## config.mk

```make
export PLATFORM = sky130hd
export DESIGN_NAME = serial_negate_ctrl_flat
export DESIGN_NICKNAME = d
export VERILOG_FILES = /design/src/rtl/sneg_pkg.sv /design/src/rtl/serial_negate_ctrl_if.sv /design/src/rtl/serial_tc_cell.sv /design/src/rtl/serial_negate_ctrl.sv /design/src/flat_wrapper.sv
export SDC_FILE = /design/constraint.sdc
export NUM_CORES = 1
export LEC_CHECK = 0
export CAP_MARGIN = 0
export CORE_MARGIN = 10
export CORE_UTILIZATION = 51
export CTS_BUF_LIST = sky130_fd_sc_hd__clkbuf_4
export DETAILED_ROUTE_END_ITERATION = 16
export GPL_ROUTABILITY_DRIVEN = 0
export PLACE_DENSITY = 0.81
export SLEW_MARGIN = 25
export SYNTH_ARGS = -nofsm -noshare
export SYNTH_HDL_FRONTEND = slang
export SYNTH_HIERARCHICAL = 1
export SYNTH_SLANG_ARGS = --single-unit
```

## constraint.sdc

```tcl
create_clock -name t_clk -period 2.57 [get_ports t_clk]
set_clock_uncertainty 0.05 [all_clocks]
set_input_delay 0.257 -clock t_clk [delete_from_list [all_inputs] [get_ports t_clk]]
set_output_delay 0.257 -clock t_clk [all_outputs]
set_load 0.01 [all_outputs]
```

## src/rtl/sneg_pkg.sv

```systemverilog
// Shared types and helpers for the serial negate controller.
`timescale 1ns/1ps
package sneg_pkg;

  typedef enum logic [1:0] {
    IDLE  = 2'd0,
    SHIFT = 2'd1,
    DONE  = 2'd2
  } state_t;

  // Bit-counter width for a given word width: $clog2(w), never below 1.
  function automatic int cnt_w(input int w);
    return (w < 2) ? 1 : $clog2(w);
  endfunction

endpackage

```

## src/rtl/serial_negate_ctrl_if.sv

```systemverilog
// Word-in / word-out bus of the serial negate controller.
// Optional signal out_ovf exists only when SNEG_OVF_DETECT_EN is defined.
`timescale 1ns/1ps
interface serial_negate_ctrl_if #(
  parameter int WIDTH = 8
);
  // Handshake: a word moves on a rising t_clk edge where valid & ready are
  // both high. The source holds valid and data stable until that edge; ready
  // never depends on valid (in_ready is a function of controller state only).
  logic             in_valid;
  logic             in_ready;
  logic [WIDTH-1:0] in_data;
  logic             out_valid;
  logic             out_ready;
  logic [WIDTH-1:0] out_data;
  logic             busy;
`ifdef SNEG_OVF_DETECT_EN
  logic             out_ovf;
`endif
  sneg_pkg::state_t fsm_state;

  modport slave (
    input  in_valid, in_data, out_ready,
    output in_ready, out_valid, out_data, busy,
`ifdef SNEG_OVF_DETECT_EN
    output out_ovf,
`endif
    output fsm_state
  );

  modport master (
    output in_valid, in_data, out_ready,
    input  in_ready, out_valid, out_data, busy,
`ifdef SNEG_OVF_DETECT_EN
    input  out_ovf,
`endif
    input  fsm_state
  );
endinterface

```

## src/rtl/serial_tc_cell.sv

```systemverilog
// Bit-serial two's-complement cell: passes bits unchanged up to and including
// the first one, then inverts every later bit.
`timescale 1ns/1ps
module serial_tc_cell (
  input  logic t_clk,
  input  logic r,
  input  logic clr,
  input  logic en,
  input  logic i,
  output logic y
);
  logic flag;

  assign y = i ^ flag;

  // Seen-one flag: cleared at word start, sticky once a one has passed.
  always_ff @(posedge t_clk or posedge r) begin
    if (r)        flag <= 1'b0;
    else if (clr) flag <= 1'b0;
    else if (en)  flag <= flag | i;
  end
endmodule

```

## src/rtl/serial_negate_ctrl.sv

```systemverilog
// Sequencer around serial_tc_cell: accepts a word, streams it LSB-first
// through the cell and returns -x mod 2^WIDTH.
// Optional feature macro: SNEG_OVF_DETECT_EN (adds out_ovf for x = 100..0).
`timescale 1ns/1ps
module serial_negate_ctrl
  import sneg_pkg::*;
#(
  parameter int WIDTH = 8
) (
  input  logic                 t_clk,
  input  logic                 r,
  serial_negate_ctrl_if.slave  bus
);
  localparam int CW = cnt_w(WIDTH);
  typedef logic [CW-1:0] cnt_t;
  localparam cnt_t LAST_CNT = cnt_t'(WIDTH - 1);

  state_t           state, state_nxt;
  cnt_t             cnt;
  logic [WIDTH-1:0] sreg;
  logic [WIDTH-1:0] res;
  logic [WIDTH-1:0] res_nxt;
  logic             load, shift_en, last, xfer;
  logic             cell_y;

  serial_tc_cell u_cell (
    .t_clk (t_clk),
    .r     (r),
    .clr   (load),
    .en    (shift_en),
    .i     (sreg[0]),
    .y     (cell_y)
  );

  // Result fills from the MSB side so the LSB-first stream lands in place.
  assign res_nxt = (res >> 1) | (WIDTH'(cell_y) << (WIDTH - 1));

  assign bus.in_ready  = (state == IDLE);
  assign bus.out_valid = (state == DONE);
  assign bus.busy      = (state != IDLE);
  assign bus.out_data  = res;
  assign bus.fsm_state = state;

  // FSM state register.
  always_ff @(posedge t_clk or posedge r) begin
    if (r) state <= IDLE;
    else   state <= state_nxt;
  end

  // Next state and datapath strobes.
  always_comb begin
    state_nxt = state;
    load      = 1'b0;
    shift_en  = 1'b0;
    last      = 1'b0;
    xfer      = 1'b0;
    case (state)
      IDLE: begin
        if (bus.in_valid) begin
          load      = 1'b1;
          state_nxt = SHIFT;
        end
      end
      SHIFT: begin
        shift_en = 1'b1;
        if (cnt == LAST_CNT) begin
          last      = 1'b1;
          state_nxt = DONE;
        end
      end
      DONE: begin
        if (bus.out_ready) begin
          xfer      = 1'b1;
          state_nxt = IDLE;
        end
      end
      default: state_nxt = IDLE;
    endcase
  end

  // Operand/result shift registers and bit counter; counter holds on the last bit.
  always_ff @(posedge t_clk or posedge r) begin
    if (r) begin
      cnt  <= '0;
      sreg <= '0;
      res  <= '0;
    end else if (load) begin
      cnt  <= '0;
      sreg <= bus.in_data;
    end else if (shift_en) begin
      sreg <= sreg >> 1;
      res  <= res_nxt;
      if (!last) cnt <= cnt + cnt_t'(1);
    end
  end

`ifdef SNEG_OVF_DETECT_EN
  localparam logic [WIDTH-1:0] MIN_NEG = WIDTH'(1) << (WIDTH - 1);
  logic ovf;

  assign bus.out_ovf = ovf;

  // Only 100..0 negates to itself with the MSB set, so test the final result.
  always_ff @(posedge t_clk or posedge r) begin
    if (r)                  ovf <= 1'b0;
    else if (shift_en && last) ovf <= (res_nxt == MIN_NEG);
    else if (xfer)          ovf <= 1'b0;
  end
`endif

endmodule

```

## src/flat_wrapper.sv

```systemverilog
// flat-port wrapper written by rule: the top's interface ports become plain ports
module serial_negate_ctrl_flat import sneg_pkg::*;
#(
  parameter int WIDTH = 8
)
  (t_clk, r, bus_in_valid, bus_in_data, bus_out_ready, bus_in_ready, bus_out_valid, bus_out_data, bus_busy, bus_fsm_state);
  serial_negate_ctrl_if #(.WIDTH(WIDTH)) bus_i ();
  input  logic t_clk;
  input  logic r;
  input wire logic [$bits(bus_i.in_valid)-1:0] bus_in_valid;
  input wire logic [$bits(bus_i.in_data)-1:0] bus_in_data;
  input wire logic [$bits(bus_i.out_ready)-1:0] bus_out_ready;
  output wire logic [$bits(bus_i.in_ready)-1:0] bus_in_ready;
  output wire logic [$bits(bus_i.out_valid)-1:0] bus_out_valid;
  output wire logic [$bits(bus_i.out_data)-1:0] bus_out_data;
  output wire logic [$bits(bus_i.busy)-1:0] bus_busy;
  output wire logic [$bits(bus_i.fsm_state)-1:0] bus_fsm_state;
  assign bus_i.in_valid = bus_in_valid;
  assign bus_i.in_data = bus_in_data;
  assign bus_i.out_ready = bus_out_ready;
  assign bus_in_ready = bus_i.in_ready;
  assign bus_out_valid = bus_i.out_valid;
  assign bus_out_data = bus_i.out_data;
  assign bus_busy = bus_i.busy;
  assign bus_fsm_state = bus_i.fsm_state;
  serial_negate_ctrl #(.WIDTH(WIDTH)) u_core (.t_clk(t_clk), .r(r), .bus(bus_i));
endmodule
```

* Word-level counts from Yosys, hierarchy flattened
Cells that the tools add are included.
** Operators by class
- Multiplexer cells :: 16
- Bitwise operators :: 4
- Reductions and logical operators :: 6
- $add $sub $neg :: 1
- Equality and inequality tests :: 7
** Operators with widths (number)
- 8-bit two-way mux :: 2
- 3-bit two-way mux :: 3
- 7-bit by 8-bit OR with 8-bit output :: 1
- 1-bit two-way mux :: 7
- 2-bit two-way mux :: 3
- 2-bit case mux with 3 select lines :: 1
- 2-bit by 1-bit inequality test with 1-bit output (second input constant) :: 2
- 2-bit inequality test (second input constant) :: 2
- 2-bit AND reduction :: 2
- 2-bit nonzero test :: 2
- 3-bit by 1-bit adder with 3-bit output (second input constant) :: 1
- 3-bit == test (second input constant) :: 1
- 3-bit AND reduction :: 1
- 2-bit by 1-bit == test with 1-bit output (second input constant) :: 1
- 2-bit == test (second input constant) :: 1
- 2-bit zero test :: 1
- 1-bit NOT :: 1
- 1-bit OR :: 1
- 1-bit XOR :: 1
** Word-level totals
- Register bits :: 22
- Output and inout port bits :: 13

* Logic depth before layout (Yosys ltp)
- Depth in word-level cells :: 6
- Depth in mapped cells :: 6

* Modules after synthesis
Netlist, hierarchy kept.
** By module, submodules not included
- serial_negate_ctrl :: area each 1036.0 µm², instances 1, cells an instance 113
- serial_tc_cell :: area each 60.1 µm², instances 1, cells an instance 7

* Worst setup path before layout
No wires, ideal clock.
- Path type :: register to register
- Start point :: register u_core.cnt[0]
- End point :: register u_core.cnt[1]
- Data arrival time :: 1267 ps
- Path slack :: 1170 ps
- Period minus slack after synthesis :: 1400 ps
- Stages on the path, launching flop included :: 7
- Path through :: dfrtp_1 -> ha_1 -> ha_1 -> clkbuf_1 -> nor3b_1 -> a21oi_1 -> o21ai_0
** On the way
- Longest elaborated chain between the ends :: 5
- Elaborated cells on any way between the ends :: 9
** RTL lines
- start, declared :: RTL line serial_negate_ctrl.sv:19 : cnt_t cnt;
- start signal, assigned :: RTL line serial_negate_ctrl.sv:93 : if (!last) cnt <= cnt + cnt_t'(1);
- parallel branches: the longest is 5 deep, another holds 3-bit by 1-bit adder with 3-bit output
Several ways; the timed one is not identified. The select of a mux whose other input is x is not followed.
A chain may end at the register's enable or synchronous reset.

* Worst setup path in the final report
- Start point :: register u_core.state[1], in the netlist u_core/bus.fsm_state[1]
- End point :: output bus_out_valid
** On the way
- Longest elaborated chain between the ends :: 1
** RTL lines
- start, declared :: RTL line serial_negate_ctrl.sv:18 : state_t state, state_nxt;
- start signal, assigned :: RTL line serial_negate_ctrl.sv:47 : else state <= state_nxt;
- 2-bit == test :: RTL line serial_negate_ctrl.sv:39 : assign bus.out_valid = (state == DONE);
- end, declared :: RTL line flat_wrapper.sv:14 : output wire logic [$bits(bus_i.out_valid)-1:0] bus_out_valid;
Every way passes these cells.

==> results.md <==
- Minimum clock period: approximately 2.2 ns
- # fillers: 171
- Crit Path Class: register to primary output
- YS warnings: 6
- Unrepaired setup endpoints after global routing: false
- Post-DR wirelength/cell: ~14 µm
- IO buf count: 24
- Post-CTS Repair Setup Buffers: 0
- Drt pass-1 iters: 4
- VDD IR max: between 600 and 700 µV
- Post-synth ARST share: between 90% and 100%
- Dominant cells by area after synthesis: dfrtp_1 50%, nand2_1 9.2%, nor2_1 5.5%
- Crit path DAT: around 1.9 ns
- Post-CTS Resized: 0
- Num ports: 25
- Pwr dens: roughly 1200 nW/µm²
- Total gr overflow: 0
- Distinct cells, synth: 27
- Ys flop type: dfrtp_1
- Hold-fix buffers at CTS: 0
- Final setup viols: 0
- Antenna viol nets, final: 0
- Root Buffer Master: clkbuf_4
- Rows: 16
- Gate Count Post-Synth: 120
- Initial Utilization: 54.75%
- RR Startpoint: u_core/bus.fsm_state[1]$_DFFE_PP0P_
- Drt first-iter violations: 22
- Dpl hpwl: around 1.7 mm
- Synth Net Count: 135
- Critical Path Start: u_core/bus.fsm_state[1]$_DFFE_PP0P_
- Most frequent cell after synthesis: nand2_1
- Yosys top cell by area: dfrtp_1
- Largest net degree at the start of global routing: 22
- Synth top area share: 50.23%
- Fin Setup TNS: 0 ns
- Total Nets Final: approximately 160
- CORE AREA: 2002 µm²
- Clock latency on the worst-skew pair: 0.30 ns
- N_diodes: 0
- Critical Path RT: 2.26 ns
- DIE HEIGHT: 66.36 µm
- Worst path cell trace: clkinv_1 > nor2_1 > clkdlybuf4s50_1
- #FFs+latches synth: 22
- Slowest CP cell: dfrtp_1
- Worst-path clk slew: ~0.12 ns
- Total power: around 1.6 mW
- Global-route usage over all layers: about a tenth
- Post-synth EDFFs: 0
- Critical path peak fanout: 19
- RR Endpoint: u_core/u_cell/flag$_DFFE_PP0P_
- Post-Syn Area per Cell: 9.134 µm²
- Share of cells above drive strength 1: slightly below 8%
- Period Utilization, post-route: between 80% and 90%
- Synth cell count leaders: 27 x nand2_1, 22 x dfrtp_1, 16 x nor2_1
- CTS tree: done
- Remaining DRCs: 0
- Reg-to-reg slack, setup: 0.98 ns
- Area growth from synthesis to layout: 23.52%
- Max H-tree Level: 1
- Initial antenna violation count: 0
- MaxCap Viol Count: 0
- Pleak: ~0.62 nW
- Final Hold Fails: 0
- First-pass GRT wire length: around 3.6 mm
- CTS max path bufs: 2
- Part of the Yosys area used for sequential elements: around 50%
- Max Fclk: around 460 MHz
- Pins Over Slew Limit: 0
- Post-DR vias/cell: roughly 5.1
- Final wirelength: 2.276 mm
- DIE AREA: around 4400 µm²
- Worst Setup EP: bus_out_valid
- Detailed-route via count: ~870
- Critical path capture point type: primary output
- Slowest stage delay, CP: roughly 0.72 ns
- Slew @ Worst Pin: between 0.7 and 0.8 ns
- Die width: around 66 µm
- Vias in the first global route: between 700 and 800
- Reg2Reg Depth: 3
- Worst Setup Start Kind: register
- Hold Crit Class: input port to async pin
- Num Clock Sinks: 22
- Post-synthesis cell area: 1096 µm²
- CTS Buf Count: 3
- Status: finished clean
- Relative max-transition margin: between 40% and 50%
-- where the power goes --
group	internal [mW]	switching, mW
combinational	0.330	0.340
clock	0.157	0.104
sequential	0.499	0.132
total	0.987	0.575
-- critical path, delay by kind of cell (launching register included) --
kind,cells,cell delay (ns)
flip-flops,1,0.72
buffers and inverters,2,0.72
AND/OR/NAND/NOR,1,0.12
-- final cells by class --
class | instances | area [µm²] | area share, %
inverters | 8 | 30.03 | 2.218
multi-input cells | 82 | 439.2 | 32.44
flip-flops and latches | 22 | 550.5 | 40.67
well taps | 27 | 33.78 | 2.495
clock inverters | 1 | 30.03 | 2.218
clock buffers | 3 | 22.52 | 1.664
repair buffers | 25 | 247.7 | 18.30
-- sequential cells by signal, summed over array words and instances (netlist names) --
signal	flops
u_core/u_cell/flag	1
u_core/cnt	3
u_core/bus.fsm_state	2
u_core/sreg	8
u_core/bus.out_data	8
-- cell families after synthesis --
kind of cell	share of synthesized area (%)
buf+inv	9.701
fa+ha+maj	3.425
compound gates	15.98
flops	50.23
simple gates	20.66
-- worst min path at each step --
stage	from	to	slack [ns]	depth (start not counted)
2_1_floorplan	r	u_core/u_cell/flag$_DFFE_PP0P_	-0.06	1
3_3_place_gp	r	u_core/u_cell/flag$_DFFE_PP0P_	0.37	2
3_5_place_dp	r	u_core/u_cell/flag$_DFFE_PP0P_	0.38	2
4_1_cts	r	u_core/u_cell/flag$_DFFE_PP0P_	0.05	2
5_1_grt	r	u_core/u_cell/flag$_DFFE_PP0P_	0.05	2
6_report	r	u_core/u_cell/flag$_DFFE_PP0P_	0.06	2
-- routing by layer --
| metal | vias to the layer above | GRT usage (%) | part of all wire (%) |
|---|---|---|---|
| met5 | - | 0 | 0 |
| met4 | 0 | 3.927 | 0.75 |
| met3 | 2 | 3.051 | 6.6 |
| met2 | 20 | 16.63 | 48 |
| met1 | 407 | 12.19 | 45 |
| li1 | 436 | - | - |
-- cell usage in the layout (no fill, tap or decap) --
master and n:
a211oi_2 2, a21oi_1 9, inv_2 1, clkdlybuf4s50_1 24, nor3_1 1, bufinv_16 1
or2_1 1, a211oi_1 7, a32oi_1 1, clkbuf_4 3, ha_1 3, clkinv_1 1
o22ai_1 1, and2_1 1, nor2_2 2, dfrtp_1 22, nand2_1 27, buf_4 1
nor3b_1 2, nor2_1 16, inv_1 6, o31ai_1 1, nor2b_1 1, o21ai_0 6
nand2b_4 1
-- per-stage QoR --
step	hold slack, ns	util, %	instance area, µm²	setup slack, ns	cells
finish	0.05632	67.63	1354	0.4001	168
global route	0.05261	67.63	1354	0.2771	168
CTS	0.05115	67.63	1354	0.4026	168
detailed placement	0.3845	65.00	1301	0.7615	164
global placement	0.3735	65.00	1301	0.7956	164
floorplan	-0.06429	-	1096	1.170	120
Note: power is estimated with default switching activity, not from simulation.
